`src/rtl/clb_param_pkg.sv`:
```
// rtl/clb_param_pkg.sv - shared types and geometry helpers for the parametrised CLB tile
// CLB_CFG_PARITY_EN adds one parity bit to the configuration frame.
package clb_param_pkg;

   typedef enum logic [1:0] {
      UNCONF = 2'd0,
      SHIFT  = 2'd1,
      ACTIVE = 2'd2,
      ERR    = 2'd3
   } state_t;

   function automatic int sel_w(input int num_i, input int num_ble);
      return $clog2(num_i + num_ble);
   endfunction

   function automatic int ble_bits(input int k, input int selw);
      return (2 ** k) + k * selw + 1;
   endfunction

   function automatic int cfg_bits(input int num_ble, input int bb);
`ifdef CLB_CFG_PARITY_EN
      return num_ble * bb + 1;
`else
      return num_ble * bb;
`endif
   endfunction

endpackage

```
`src/rtl/clb_tile_param_if.sv`:
```
// rtl/clb_tile_param_if.sv - user and configuration-chain signals of one CLB tile
interface clb_tile_param_if #(
   parameter int NUM_I   = 12,
   parameter int NUM_BLE = 4
);
   logic               set;
   logic               prog_en;
   logic               ccff_head;
   logic               ccff_tail;
   logic [NUM_I-1:0]   I;
   logic [NUM_BLE-1:0] O;
   logic               cfg_done;
   logic               cfg_err;

   modport master (
      output set, prog_en, ccff_head, I,
      input  ccff_tail, O, cfg_done, cfg_err
   );

   modport slave (
      input  set, prog_en, ccff_head, I,
      output ccff_tail, O, cfg_done, cfg_err
   );
endinterface

```
`src/rtl/clb_ble.sv`:
```
// rtl/clb_ble.sv - one basic logic element: input crossbar, K-LUT, FF and output select
module clb_ble
   import clb_param_pkg::*;
#(
   parameter int NUM_I    = 12,
   parameter int NUM_BLE  = 4,
   parameter int K        = 4,
   parameter int SEL_W    = sel_w(NUM_I, NUM_BLE),
   parameter int BLE_BITS = ble_bits(K, SEL_W)
) (
   input  logic                clk,
   input  logic                reset,
   input  logic                active,
   input  logic                set,
   input  logic [NUM_I-1:0]    I,
   input  logic [NUM_BLE-1:0]  q_all,
   input  logic [BLE_BITS-1:0] cfg,
   output logic                q,
   output logic                o
);
   localparam int SRC_W = 2 ** SEL_W;

   logic [2**K-1:0] lut;
   logic            mode;
   logic [SRC_W-1:0] src;
   logic [K-1:0]    lut_in;
   logic            f;

   assign lut  = cfg[2**K-1:0];
   assign mode = cfg[BLE_BITS-1];

   // Select codes past the last real source read the zero padding.
   always_comb begin
      src                  = '0;
      src[NUM_I-1:0]       = I;
      src[NUM_I +: NUM_BLE] = q_all;
   end

   always_comb begin
      lut_in = '0;
      for (int i = 0; i < K; i++) begin
         lut_in[i] = src[cfg[2**K + i*SEL_W +: SEL_W]];
      end
   end

   assign f = lut[lut_in];

   always_ff @(posedge clk or posedge reset) begin
      if (reset) begin
         q <= 1'b0;
      end else if (active) begin
         q <= set | f;
      end else begin
         q <= 1'b0;
      end
   end

   assign o = active & (mode ? q : f);
endmodule

```
`src/rtl/clb_tile_param.sv`:
```
// rtl/clb_tile_param.sv - CLB tile top: config shift chain, bit counter, load FSM, BLE array
// CLB_CFG_PARITY_EN enables frame parity checking and the ERR state.
module clb_tile_param
   import clb_param_pkg::*;
#(
   parameter int NUM_I   = 12,
   parameter int NUM_BLE = 4,
   parameter int K       = 4
) (
   input logic              clk,
   input logic              reset,
   clb_tile_param_if.slave  bus
);
   localparam int SEL_W    = sel_w(NUM_I, NUM_BLE);
   localparam int BLE_BITS = ble_bits(K, SEL_W);
   localparam int CFG_BITS = cfg_bits(NUM_BLE, BLE_BITS);
   localparam int CNT_W    = $clog2(CFG_BITS + 1);
   localparam logic [CNT_W-1:0] CNT_FULL = CNT_W'(CFG_BITS);

   state_t              state, state_nx;
   logic [CFG_BITS-1:0] cfg_q;
   logic [CNT_W-1:0]    cnt;
   logic                parity_ok;
   logic                active;
   logic                done_w;
   logic                err_w;
   logic [NUM_BLE-1:0]  q;
   logic [NUM_BLE-1:0]  o;

   always_ff @(posedge clk or posedge reset) begin
      if (reset) begin
         cfg_q <= '0;
      end else if (bus.prog_en) begin
         cfg_q <= {cfg_q[CFG_BITS-2:0], bus.ccff_head};
      end
   end

   // Entering SHIFT restarts the count with the bit shifted on that same edge.
   always_ff @(posedge clk or posedge reset) begin
      if (reset) begin
         cnt <= '0;
      end else if (bus.prog_en) begin
         if (state != SHIFT) begin
            cnt <= CNT_W'(1);
         end else if (cnt != CNT_FULL) begin
            cnt <= cnt + 1'b1;
         end
      end
   end

`ifdef CLB_CFG_PARITY_EN
   assign parity_ok = ~^cfg_q;
`else
   assign parity_ok = 1'b1;
`endif

   always_ff @(posedge clk or posedge reset) begin
      if (reset) begin
         state <= UNCONF;
      end else begin
         state <= state_nx;
      end
   end

   always_comb begin
      state_nx = state;
      case (state)
         UNCONF: if (bus.prog_en) state_nx = SHIFT;
         SHIFT: begin
            if (!bus.prog_en) begin
               if (cnt != CNT_FULL) begin
                  state_nx = UNCONF;
               end else if (parity_ok) begin
                  state_nx = ACTIVE;
               end else begin
                  state_nx = ERR;
               end
            end
         end
         ACTIVE:  if (bus.prog_en) state_nx = SHIFT;
         ERR:     if (bus.prog_en) state_nx = SHIFT;
         default: state_nx = UNCONF;
      endcase
   end

   always_comb begin
      active = 1'b0;
      done_w = 1'b0;
      err_w  = 1'b0;
      case (state)
         ACTIVE: begin
            active = 1'b1;
            done_w = 1'b1;
         end
         ERR:     err_w = 1'b1;
         default: ;
      endcase
   end

   for (genvar b = 0; b < NUM_BLE; b++) begin : g_ble
      clb_ble #(
         .NUM_I    (NUM_I),
         .NUM_BLE  (NUM_BLE),
         .K        (K),
         .SEL_W    (SEL_W),
         .BLE_BITS (BLE_BITS)
      ) u_ble (
         .clk    (clk),
         .reset  (reset),
         .active (active),
         .set    (bus.set),
         .I      (bus.I),
         .q_all  (q),
         .cfg    (cfg_q[b*BLE_BITS +: BLE_BITS]),
         .q      (q[b]),
         .o      (o[b])
      );
   end

   assign bus.O         = o;
   assign bus.ccff_tail = cfg_q[CFG_BITS-1];
   assign bus.cfg_done  = done_w;
`ifdef CLB_CFG_PARITY_EN
   assign bus.cfg_err   = err_w;
`else
   assign bus.cfg_err   = 1'b0;
`endif
endmodule

```
`src/flat_wrapper.sv`:
```
// flat-port wrapper written by rule: the top's interface ports become plain ports
module clb_tile_param_flat import clb_param_pkg::*;
#(
   parameter int NUM_I   = 12,
   parameter int NUM_BLE = 4,
   parameter int K       = 4
)
  (clk, reset, bus_set, bus_prog_en, bus_ccff_head, bus_I, bus_ccff_tail, bus_O, bus_cfg_done, bus_cfg_err);
  clb_tile_param_if #(.NUM_I(NUM_I), .NUM_BLE(NUM_BLE)) bus_i ();
  input logic clk;
  input logic reset;
  input wire logic [$bits(bus_i.set)-1:0] bus_set;
  input wire logic [$bits(bus_i.prog_en)-1:0] bus_prog_en;
  input wire logic [$bits(bus_i.ccff_head)-1:0] bus_ccff_head;
  input wire logic [$bits(bus_i.I)-1:0] bus_I;
  output wire logic [$bits(bus_i.ccff_tail)-1:0] bus_ccff_tail;
  output wire logic [$bits(bus_i.O)-1:0] bus_O;
  output wire logic [$bits(bus_i.cfg_done)-1:0] bus_cfg_done;
  output wire logic [$bits(bus_i.cfg_err)-1:0] bus_cfg_err;
  assign bus_i.set = bus_set;
  assign bus_i.prog_en = bus_prog_en;
  assign bus_i.ccff_head = bus_ccff_head;
  assign bus_i.I = bus_I;
  assign bus_ccff_tail = bus_i.ccff_tail;
  assign bus_O = bus_i.O;
  assign bus_cfg_done = bus_i.cfg_done;
  assign bus_cfg_err = bus_i.cfg_err;
  clb_tile_param #(.NUM_I(NUM_I), .NUM_BLE(NUM_BLE), .K(K)) u_core (.clk(clk), .reset(reset), .bus(bus_i));
endmodule
```
`config.mk`:
```
export PLATFORM = sky130hd
export DESIGN_NAME = clb_tile_param_flat
export DESIGN_NICKNAME = d
export VERILOG_FILES = /design/src/rtl/clb_param_pkg.sv /design/src/rtl/clb_tile_param_if.sv /design/src/rtl/clb_ble.sv /design/src/rtl/clb_tile_param.sv /design/src/flat_wrapper.sv
export SDC_FILE = /design/constraint.sdc
export NUM_CORES = 1
export LEC_CHECK = 0
export BUFFER_PORTS_ARGS = -buffer_cell sky130_fd_sc_hd__buf_2
export CAP_MARGIN = 0
export CORE_ASPECT_RATIO = 1.75
export CORE_MARGIN = 3
export CORE_UTILIZATION = 56
export DETAILED_ROUTE_END_ITERATION = 7
export PLACE_DENSITY_LB_ADDON = 0.15
export SLEW_MARGIN = 20
export SYNTH_ARGS = -nofsm -noshare
export SYNTH_HDL_FRONTEND = slang
export SYNTH_HIERARCHICAL = 1
export SYNTH_SLANG_ARGS = --single-unit
```
`constraint.sdc`:
```
create_clock -name clk -period 6.03 [get_ports clk]
set_input_delay 0.3015 -clock clk [delete_from_list [all_inputs] [get_ports clk]]
set_output_delay 0.3015 -clock clk [all_outputs]
set_load 0.1 [all_outputs]
```
**Word level (Yosys, flattened, before mapping)**

Cells that the tools add are included.

- Flip-flop bits (word level): 146
- Logic and storage cells: 103
- Output and inout bits: 7
- Input bits: 17

- Reduce and logical (&&, ||, !) cells: 5
- $add $sub $neg: 1
- Equality and inequality tests: 7
- $lt $le $gt $ge: 20
- Multiplexer cells: 55
- Bitwise gates (word level): 8

Operator list:

| cell | count |
|---|---|
| $lt 4x5->1 const B | 20 |
| $bmux 1 s4 | 20 |
| $mux 1 | 29 |
| $mux 8 | 2 |
| $add 8x1->8 const B | 1 |
| $ne 8x8->1 const B | 1 |
| $mux 2 | 3 |
| $and 1x1->1 | 4 |
| $eq 2x2->1 const B | 2 |
| $ne 2x1->1 const B | 2 |
| $or 1x1->1 | 4 |
| $pmux 2 s2 | 1 |
| $reduce_and 2->1 | 2 |
| $reduce_or 3->1 | 1 |
| $eq 2x1->1 const B | 1 |
| $logic_not 2->1 | 1 |
| $ne 2x2->1 const B | 1 |
| $reduce_bool 2->1 | 1 |

**Longest topological paths before layout**

- Depth in word-level cells: 6
- Mapped depth: 9
- Mapped depth without buffers: 7

**Cells and area by module**

The synthesis kept the hierarchy.

Modules (own cells, without submodules):

| module | seq. area each (µm²) | instances | area an instance (µm²) | cells an instance |
|---|---|---|---|---|
| clb_tile_param | 3553.4 | 1 | 5451.5 | 343 |
| clb_ble | 25.0 | 4 | 900.9 | 87 |

**Least setup slack after synthesis**

Ideal clock, no wire load.

- Path kind: register -> output
- Start point: reg u_core.state[0]
- End point: out bus_O[0]
- Path slack: 2013 ps
- Path buffers: 0
- Arrival time: 3715 ps
- Cell stages (with the launch flop): 4
- Data required time: 5728 ps
- Cells stage by stage: dfrtp_1 -> nor2b_1 -> o21ai_0 -> a21oi_1

- Cells in the longest elaborated chain, start to end: 3

Ends and longest elaborated chain:

| element | RTL line | RTL |
|---|---|---|
| start, declared | clb_tile_param.sv:20 | `state_t state, state_nx;` |
| start signal, assigned | clb_tile_param.sv:61 | `state <= state_nx;` |
| $eq 2x2->1 | n/a |  |
| $mux 1 | n/a |  |
| via bus_cfg_done | flat_wrapper.sv:18 | `output wire logic [$bits(bus_i.cfg_done)-1:0] bus_cfg_done;` |
| $and 1x1->1 | clb_ble.sv:58 | `assign o = active & (mode ? q : f);` |
| end, declared | flat_wrapper.sv:17 | `output wire logic [$bits(bus_i.O)-1:0] bus_O;` |

The timed path passes the listed nets, and every way through them passes these cells.

**Final worst setup path**

- Start point: reg u_core.g_ble[0].u_ble.q
- End point: out bus_O[1]

- Cells in the longest elaborated chain, start to end: 6
- Elaborated cells between the ends (all ways): 12
- Classes of those cells: mux (11); bitwise (1)

Ends and longest elaborated chain:

| element | RTL line | RTL |
|---|---|---|
| start, declared | clb_ble.sv:18 | `output logic q,` |
| start signal, assigned | clb_ble.sv:52 | `q <= set \| f;` |
| $bmux 1 s4 | clb_ble.sv:42 | `lut_in[i] = src[cfg[2**K + i*SEL_W +: SEL_W]];` |
| $mux 1 (implied by the code) | clb_ble.sv:42 |  |
| $bmux 1 s4 (*) | clb_ble.sv:46 | `assign f = lut[lut_in];` |
| $mux 1 (implied by the code) (*) | clb_ble.sv:46 |  |
| $mux 1 (*) | clb_ble.sv:58 |  |
| $and 1x1->1 (*) | clb_ble.sv:58 |  |

Mark *: on every way between the ends. The rest lies on a longest branch, timed or not. The select of a mux whose other input is x is not followed.

==> metrics.md <==
| Metric | Value |
|---|---|
| Pin count of the biggest net entering global routing | 74 |
| Synth cell types | 43 |
| Max-Cap Viols | 0 |
| Max-Slew Margin vs Limit | 38.2% |
| Post-synthesis cell count | 691 |
| Diode count | 0 |
| CTS root buf | clkbuf_16 |
| Startpoint types | flip-flop |
| Status | finished, final reports clean |
| CTS H-tree lvls | 4 |
| Area Overhead vs Synth | 9.40% |
| Leakage | 4.15 nW |
| Cell Area, Synth | 0.00905 sq mm |
| Die Wd | 102 um |
| Post-synth net total | 710 |
| Iter 0 DRT Violations | 427 |
| Row count | 60 |
| RSZ-0062 raised after global routing | no |
| Antenna-violating nets left | 0 |
| Most common cell after layout, fill and taps aside | dfrtp_1 |
| TritonCTS buffer count | 17 |
| Sw power | 0.855 mW |
| Clock Skew | 6.88 ps |
| Placer Congestion | 0.922 |
| DRC viols | 0 |
| Layout Nets | 722 |
| Setup CP Type | flip-flop to output port |
| Mapped Avg Cell Area | 13.1 sq um |
| Min Hold Slack | 115 ps |
| Worst skew pair latency | 420 ps |
| CP cell instances | mux4_2 -> mux2i_1 -> o311ai_0 -> nor3_2 -> o41ai_2 -> o31ai_1 -> a21oi_1 -> buf_2 |
| VDD IR-drop max | 0.309 mV |
| Ports | 24 |
| Fin Setup TNS | 0 ps |
| Core area | 0.0156 sq mm |
| CTS tree | done |
| Initial core utilization | 58.0% |
| CTS Buffer Depth | 2 |
| Post-synthesis sequential area ratio | 40.3% |
| DPL Wire Length | 13200 um |
| Sequential fraction of design power | 40.8% |
| CP required | 5730 ps |
| Cell area power density | 299 mW/mm^2 |
| First-pass GRT wire length | 33800 um |
| Clock sinks | 146 |
| Number of gates resized after cts | 0 |
| CTS Hold Buffers Added | 1 |
| Period utilization | 66.0% |
| Vias per inst | 7.03 |
| Critical path's largest stage delay | 770 ps |
| Reg clk slew, reported paths | 60 ps |
| Via count | 6342 |
| Wirelength, routed | 20500 um |
| Final Hold Fails | 0 |
| Internal power | 2.10 mW |
| Grt total ovfl | 0 |
| WL/cell | 22.8 um |
| Maximum fanout along the worst path | 17 |
| Count of final setup violators | 0 |
| Die Area | 0.0178 sq mm |
| Yosys reg bits | 146 |
| Die Height | 174 um |
| Worst slew pin tran | 927 ps |
| Most frequent cells in the layout | dfrtp_1 (146), mux2_2 (140), mux4_2 (56) |
| Slowest CP cell | dfrtp_1 |
| Post-CTS Setup Bufs | 0 |
| Post-synthesis async set-or-reset flop share | 100% |
| Layout cells sized above 1 | 37.4% |
| Comb pwr share | 21.1% |
| Post-synth EDFFs | 0 |
| Initial antenna violation count | 0 |
| Fmax | 0.251 GHz |
| Drt first pass iters | 5 |
| CP arrival | 3680 ps |
| Gr usage total | 24.3% |
| Number of global-route vias before repair | 6707 |
| Clock share of power | 38.1% |
| Synth Flop Type | dfrtp_1 |
| Tmin final | 3980 ps |
| CP endpoint kind | output port |
| Synth Warn # | 6 |
| I/O Buffers | 22 |
| Hold WC Path Type | primary input to flip-flop |
| Pins Over Slew Limit | 0 |
| Sw Ratio | 28.9% |
cells in the mapped netlist (all sizes together), types with 3 or more instances:
cell type / instances / area share (%)
a21boi: 5 / 0.41
a21oi: 5 / 0.28
a31oi: 3 / 0.21
and2: 4 / 0.28
buf: 29 / 1.6
clkbuf: 4 / 0.17
dfrtp: 146 / 40
inv: 35 / 1.5
mux2: 140 / 17
mux2i: 32 / 3.5
mux4: 72 / 19
nand2: 29 / 1.2
nand2b: 26 / 1.8
nand3: 34 / 1.9
nand3b: 16 / 1.3
nor2b: 7 / 0.48
nor3: 17 / 1.2
o21ai: 15 / 0.83
o221ai: 16 / 1.5
o22ai: 9 / 0.62
o311ai: 16 / 1.9
o31ai: 7 / 0.58
o41ai: 4 / 0.72
or2: 4 / 0.28
area by class of cell:
class                      instances  area (sq um)
fill                            1198          5710
multi-input combinational        477          5110
sequential                       146          3650
clock buffer                      19           443
tap                              186           233
clock inverter                    13           185
timing repair buffer              26           145
inverter                          35           136
power groups by stage:
stage / clock network [mW] / logic (mW) / registers (mW)
after global routing: 1.19 / 0.674 / 1.22
after global placement: 0 / 0.601 / 1.22
after floorplan: 0 / 0.516 / 1.17
after CTS: 1.15 / 0.621 / 1.21
after detailed placement: 0 / 0.619 / 1.22
final: 1.13 / 0.626 / 1.21
worst max-delay path: cells and delay by family (launching register included):
family / cells / cell delay, ps
multiplexers: 2 / 560
AO/OA/AOI/OAI: 4 / 1370
flip-flops: 1 / 770
buffers and inverters: 1 / 470
AND/OR/NAND/NOR: 1 / 80
per-stage QoR:
step / std cells / total power [mW] / setup slack (ps) / util, % / cell area [sq um]
detailed placement: 869 / 1.84 / 2590 / 59.4 / 9270
floorplan: 691 / 1.69 / 1920 / - / 9050
CTS: 902 / 2.98 / 2110 / 63.4 / 9910
global route: 902 / 3.09 / 1990 / 63.4 / 9910
finish: 902 / 2.96 / 2050 / 63.4 / 9910
global placement: 869 / 1.82 / 2720 / 59.4 / 9270
registers in the layout, indices dropped and copies added (netlist names):
register,cells
u_core/cnt,8
u_core/g_ble.u_ble/q,4
u_core/cfg_q,132
u_core/state,2
metal layers:
layer	vias up	wire length (um)	global-route usage (%)
li1	2739	-	-
met4	0	597	10.6
met3	54	1130	4.78
met5	-	0	0
met1	3283	7600	29.2
met2	266	11200	41.9
worst paths after layout:
path                                                     end  slack (ps)                              start  cells past startpoint
max in group asynchronous      u_core/cfg_q[104]$_DFFE_PP0P_        4080                              reset                      4
min in group asynchronous  u_core/g_ble[0].u_ble/q$_DFF_PP0_         360                              reset                      3
setup / recovery                                    bus_O[1]        2050  u_core/g_ble[0].u_ble/q$_DFF_PP0_                      8
setup reg to reg           u_core/g_ble[3].u_ble/q$_DFF_PP0_        3080  u_core/g_ble[1].u_ble/q$_DFF_PP0_                      7
hold / removal                   u_core/cfg_q[0]$_DFFE_PP0P_         110                      bus_ccff_head                      2
hold reg to reg                  u_core/state[0]$_DFFE_PP0P_         530        u_core/state[0]$_DFFE_PP0P_                      1
cell families (layout without fill, tap and decap cells):
kind of cell               Yosys count  after routing  share of synthesized area [%]
muxes                              244            244                           39.5
and+or+nand+nor                    147            147                           9.19
DFF                                146            146                           40.3
AOI/OAI and AO/OA                   83             83                           7.41
buffers and inverters               68             93                           3.22
adders and majority gates            2              2                          0.276
other                                1              1                         0.0414
Note: power is estimated with default switching activity, not from simulation.
